[config.mk]
export PLATFORM = sky130hd
export DESIGN_NAME = approx_mult_pipe
export DESIGN_NICKNAME = d
export VERILOG_FILES = /design/src/rtl/approx_mult_pkg.sv /design/src/rtl/approx_lm4x4.sv /design/src/rtl/approx_mult_pipe.sv
export SDC_FILE = /design/constraint.sdc
export NUM_CORES = 1
export LEC_CHECK = 0
export BUFFER_PORTS_ARGS = -buffer_cell sky130_fd_sc_hd__buf_2
export CORE_ASPECT_RATIO = 1.75
export CORE_MARGIN = 4
export CORE_UTILIZATION = 34
export CTS_CLUSTER_SIZE = 40
export DETAILED_ROUTE_END_ITERATION = 8
export SYNTH_ARGS = -nofsm -noshare
export SYNTH_HDL_FRONTEND = slang
export SYNTH_SLANG_ARGS = --single-unit
[constraint.sdc]
create_clock -name clk -period 2.7 [get_ports clk]
set_input_delay 0.135 -clock clk [delete_from_list [all_inputs] [get_ports clk]]
set_output_delay 0.135 -clock clk [all_outputs]
set_load 0.1 [all_outputs]
[src/rtl/approx_mult_pkg.sv]
// Shared types and helpers for the approximate pipelined multiplier.
// Latency: n/a (types and pure functions only).
// Backpressure: n/a.
package approx_mult_pkg;

    // Width of one operand digit; sub-products are DIG x DIG.
    localparam int DIG = 4;

    // Run-time approximation level: number of sub-product LSBs cleared.
    typedef logic [1:0] lvl_t;

    // Bit position of sub-product (i,j) within the full product.
    function automatic int sub_weight(input int i, input int j);
        return DIG * (i + j);
    endfunction

    // Keep-mask for an 8-bit sub-product: the lvl lowest bits are cleared.
    function automatic logic [7:0] trunc_mask(input lvl_t lvl);
        return 8'hFF << lvl;
    endfunction

endpackage

[src/rtl/approx_lm4x4.sv]
// 4x4 unsigned multiplier with optional LSB truncation of the 8-bit product.
// Latency: combinational.
// Backpressure: none (pure function of its inputs).
module approx_lm4x4
    import approx_mult_pkg::*;
(
    input  logic [3:0] i_a,
    input  logic [3:0] i_b,
    input  lvl_t       i_lvl,
    input  logic       i_approx_en,
    output logic [7:0] o_p
);

    logic [7:0] w_full;

    assign w_full = {4'b0000, i_a} * {4'b0000, i_b};

    // Truncation only applies to digit pairs below the cut point.
    assign o_p = i_approx_en ? (w_full & trunc_mask(i_lvl)) : w_full;

endmodule

[src/rtl/approx_mult_pipe.sv]
// Two-stage approximate unsigned W x W multiplier built from 4x4 sub-products.
// Latency: 2 cycles input transfer to out_valid; 1 beat/cycle throughput.
// Backpressure: in_ready is combinational from out_ready; stalled stages hold.
// Optional: define APPROX_ADD_EN for a lower-part-OR final adder split at ADD_LSB.
module approx_mult_pipe
    import approx_mult_pkg::*;
#(
    parameter int W       = 8,
    parameter int CUT     = 1,
    parameter int ADD_LSB = 8
) (
    input  logic           clk,
    input  logic           rst,
    input  logic           in_valid,
    output logic           in_ready,
    input  logic [W-1:0]   in_a,
    input  logic [W-1:0]   in_b,
    input  lvl_t           in_lvl,
    output logic           out_valid,
    input  logic           out_ready,
    output logic [2*W-1:0] out_r,
    output logic           out_exact
);

    localparam int ND = W / DIG;
    localparam int NP = ND * ND;

    logic [7:0]     w_p [NP];
    logic           w_s1_exact;
    logic           w_s1_adv;
    logic           w_s2_adv;
    logic [2*W-1:0] w_sum;
    logic           w_add_exact;

    logic [7:0]     r_s1_p [NP];
    logic           r_s1_valid;
    logic           r_s1_exact;
    logic           r_out_valid;
    logic [2*W-1:0] r_out_r;
    logic           r_out_exact;

    assign w_s2_adv   = !r_out_valid || out_ready;
    assign w_s1_adv   = !r_s1_valid || w_s2_adv;
    assign in_ready   = w_s1_adv;
    assign w_s1_exact = (in_lvl == 2'd0) || (CUT == 0);

    // One sub-product per digit pair; pairs with i+j below CUT may be truncated.
    for (genvar gi = 0; gi < ND; gi++) begin : g_row
        for (genvar gj = 0; gj < ND; gj++) begin : g_col
            approx_lm4x4 u_lm (
                .i_a        (in_a[DIG*gi +: DIG]),
                .i_b        (in_b[DIG*gj +: DIG]),
                .i_lvl      (in_lvl),
                .i_approx_en((gi + gj) < CUT),
                .o_p        (w_p[gi*ND + gj])
            );
        end
    end

    // S1: capture sub-products and the exact flag when the stage may advance.
    always_ff @(posedge clk) begin
        if (rst) begin
            r_s1_valid <= 1'b0;
            r_s1_exact <= 1'b0;
        end else if (w_s1_adv) begin
            r_s1_valid <= in_valid;
            if (in_valid) begin
                r_s1_p     <= w_p;
                r_s1_exact <= w_s1_exact;
            end
        end
    end

`ifdef APPROX_ADD_EN
    logic [2*W-1:0]     w_term;
    logic [2*W-1:0]     w_hi;
    logic [2*W-1:0]     w_lo_ext;
    logic [ADD_LSB-1:0] w_lo;
    logic               w_overlap;

    // Lower-part-OR adder: high parts add, low parts OR, no carry across the split.
    always_comb begin
        w_term    = '0;
        w_hi      = '0;
        w_lo      = '0;
        w_overlap = 1'b0;
        for (int k = 0; k < NP; k++) begin
            w_term    = {{(2*W-8){1'b0}}, r_s1_p[k]} << sub_weight(k / ND, k % ND);
            w_overlap = w_overlap | (|(w_lo & w_term[ADD_LSB-1:0]));
            w_lo      = w_lo | w_term[ADD_LSB-1:0];
            w_hi      = w_hi + (w_term >> ADD_LSB);
        end
        w_lo_ext              = '0;
        w_lo_ext[ADD_LSB-1:0] = w_lo;
        w_sum                 = (w_hi << ADD_LSB) | w_lo_ext;
        w_add_exact           = !w_overlap;
    end
`else
    // Exact adder tree over all shifted sub-products, modulo 2^(2W).
    always_comb begin
        w_sum = '0;
        for (int k = 0; k < NP; k++) begin
            w_sum = w_sum + ({{(2*W-8){1'b0}}, r_s1_p[k]} << sub_weight(k / ND, k % ND));
        end
        w_add_exact = 1'b1;
    end
`endif

    // S2: register the summed product; held stable while stalled.
    always_ff @(posedge clk) begin
        if (rst) begin
            r_out_valid <= 1'b0;
            r_out_r     <= '0;
            r_out_exact <= 1'b0;
        end else if (w_s2_adv) begin
            r_out_valid <= r_s1_valid;
            if (r_s1_valid) begin
                r_out_r     <= w_sum;
                r_out_exact <= r_s1_exact && w_add_exact;
            end
        end
    end

    assign out_valid = r_out_valid;
    assign out_r     = r_out_r;
    assign out_exact = r_out_exact;

endmodule

==> results by group <==
Placed design
  • Routability cong.: 0.8373
  • Pre-CTS WS: -136.8 ps
  • I/O Buffers: 40
  • Detailed Place HPWL: 6.962 mm

GRT
  • Global Route met1 Usage: 0.1288
  • Grt total ovfl: 0
  • GR Layer Usage met2: 0.2311
  • Initial antenna violation count: 0
  • Global-route wire length before repair: 13.80 mm
  • Global Route met3 Usage: 0.01831
  • Largest net degree at the start of global routing: 33
  • Vias in the first global route: 3035
  • Busiest grt layer: met2
  • Overall Global Routing Usage: 0.1234

Finish
  • # fillers: 1150
  • Fin nets: 568
  • Layout area overhead: 17.77%
  • Fraction of layout cells with a size suffix above 1: 0.1824
  • Diode count: 0

Logic synthesis
  • Net Count, Synth: 498
  • Seq/Total Area, Yosys: 0.3375
  • Ys Warns: 0
  • Top area cells in the synthesized netlist: edfxtp_1, ha_1, fa_1
  • Post-Syn Instances: 395
  • Yosys cell types: 43
  • Yosys reg bits: 52
  • EDFF count, synth: 32
  • Synth Flop Type: edfxtp_1
  • Synth Cell Area: 0.004034 mm2
  • Area leader, netlist: edfxtp_1
  • Ys async rst share: 0
  • Synth top area share: 0.2382
  • Syn Area/Cell: 10.21 um2

Power
  • Leakage Power: 2.227 nW
  • Peak supply drop: 0.3066 mV
  • Tot Pwr: 2.625 mW
  • Pwr dens: 552.6 mW/mm2

Floorplanning
  • Starting density of the core: 0.3483
  • # IOs: 41
  • Num rows: 52
  • Core box area: 0.01158 mm2
  • Die area: 0.01374 mm2
  • Die width: 90.34 um
  • Die H: 152.1 um

STA
  • Slew HR: 0.4547
  • Worst Max-Slew Pin Slew: 816.0 ps
  • Final Hold Fails: 0
  • Unrepaired setup endpoints after global routing: false
  • PnR worst setup slack: 76.88 ps
  • Max-slew violation count: 0
  • Setup_tns: 0 ps
  • Final setup fails: 0
  • Clock period minus worst slack: 2623 ps
  • Maximum clock rate: 0.3812 GHz
  • Worst clock skew: 4.900 ps
  • Fin crit share: 0.9715

Worst setup path
  • Critical-path top delay cell: fa_1
  • Endpoint class of the critical path: register
  • Arr. time, crit path: 2860 ps
  • Delay-heaviest family, CP: adder cells
  • Cells along the critical path: fa_1 -> ha_1 -> fa_1 -> a211oi_2 -> o211ai_2 -> a2111oi_2 -> a311o_1
  • Stages on worst setup path: 7
  • Most used cell, CP: fa_1
  • Crit-path max FO: 4
  • Critical path startpoint category: register
  • Worst r2r path cells: 7
  • Crit-path max cell delay: 480 ps
  • WP data required: 2940 ps
  • Worst setup path class: register to register
  • CP bufs+invs: 0

Clock tree
  • Number of setup buffers added after CTS: 0
  • Clock transition at path regs: 70 ps
  • CTS tree: built
  • Root Buffer Master: clkbuf_16
  • H-tree levels: 2
  • Worst skew pair latency: 290 ps
  • Clock Path Buffers: 2
  • Post-CTS Hold Buffers: 0
  • Clock Sinks: 52
  • Post-cts resize count: 0
  • CTS buffer count: 5

Detailed routing
  • First drt pass iteration count: 4
  • # DRC: 0
  • Post-Route WL: 7.971 mm
  • Post-detailed-route wirelength per cell: 13.26 um
  • Routed Antenna Nets: 0
  • Vias: 2937
  • Vias per cell: 4.887
  • Initial DRC Count: 44

Min path
  • Hold path depth: 3
  • Worst Hold Class: input pin to register

Run status
  • Status: finished, final reports clean

Job
  • Max-cap violations: 0
-- cells by family (layout without fill, tap and decap cells) --
group	after synthesis	in the layout	share of synthesized area
DFF	52	52	0.3375
xor gates and xnor gates	15	15	0.03257
adders and majority gates	81	81	0.2978
buffers and inverters	40	111	0.03753
and+or+nand+nor	138	138	0.1796
AOI/OAI and AO/OA	69	69	0.1151
-- placed cells by master (no fill, tap or decap), drive strengths merged, types with 2 or more instances in the layout --
| master | n |
|---|---|
| nand2 | 40 |
| o21ai | 7 |
| and2 | 49 |
| clkbuf | 6 |
| nand3b | 7 |
| xnor2 | 12 |
| or4b | 2 |
| nor2b | 2 |
| a31oi | 2 |
| nand2b | 2 |
| nor2 | 18 |
| o211ai | 5 |
| o21a | 2 |
| a211oi | 5 |
| fa | 25 |
| o2111ai | 3 |
| inv | 35 |
| a21oi | 27 |
| nor3 | 8 |
| a21o | 9 |
| ha | 56 |
| dfxtp | 20 |
| buf | 69 |
| xor2 | 3 |
| edfxtp | 32 |
| nand3 | 4 |
-- registers in the layout, summed over array words and instances (netlist names) --
| register | flops |
|---|---|
| r_s1_p | 32 |
| out_r | 16 |
| out_exact | 1 |
| out_valid | 1 |
| r_s1_exact | 1 |
| r_s1_valid | 1 |
-- cells in the mapped netlist, types with 2 or more instances --
cell type,instances
and2_1,49
edfxtp_1,32
or4b_2,2
xnor2_1,12
nand2b_1,2
dfxtp_1,20
inv_1,34
nand3b_1,7
nand3_1,4
nor2_1,18
nand2_1,40
ha_1,56
fa_1,25
xor2_1,3
a21oi_1,27
o21a_1,2
o2111ai_1,3
o21ai_0,7
a21o_1,9
clkbuf_1,5
a211oi_1,4
o211ai_1,4
a31oi_1,2
nor3_1,8
nor2b_1,2
-- final cells by class --
type / count / area (um2) / share of cell area
well taps: 135 / 168.9 / 0.03555
inverters: 34 / 127.6 / 0.02686
flip-flops and latches: 52 / 1363 / 0.2868
clock inverters: 2 / 16.27 / 0.003424
repair buffers: 69 / 417.9 / 0.08796
clock buffers: 6 / 128.9 / 0.02713
multi-input cells: 303 / 2529 / 0.5323
-- per-layer routing --
metal  share of wire  up-vias
met5               0        -
met4           0.043        0
met3           0.023       18
met2            0.55       50
met1            0.39     1352
li1                -     1517
-- path summary, 6_finish.rpt --
kind	start	end	slack [ps]
min	in_valid	r_s1_valid	90
max	r_s1_p[9]	out_r[13]	80
max reg2reg	r_s1_p[9]	out_r[13]	80
min reg2reg	out_r[6]	out_r[6]	450
-- through the flow --
stage / utilization / hold slack [ps] / instance area (um2) / cells
floorplan: - / 264.5 / 4043 / 395
global placement: 0.3977 / 391.5 / 4606 / 593
detailed placement: 0.3977 / 395.8 / 4606 / 593
CTS: 0.4102 / 81.41 / 4751 / 601
global route: 0.4102 / 96.33 / 4751 / 601
finish: 0.4102 / 89.59 / 4751 / 601
-- where the power goes --
part           internal (mW)  switching (mW)
clock                  0.347           0.284
sequential             0.939          0.0325
combinational          0.390           0.632
total                   1.68           0.949
-- tightest hold or removal path: cells and delay by family --
| kind | cells | cell delay [ps] |
|---|---|---|
| AOI/OAI and AO/OA | 1 | 50 |
| buffers and inverters | 2 | 150 |
Power figures use the tool's default switching activity.
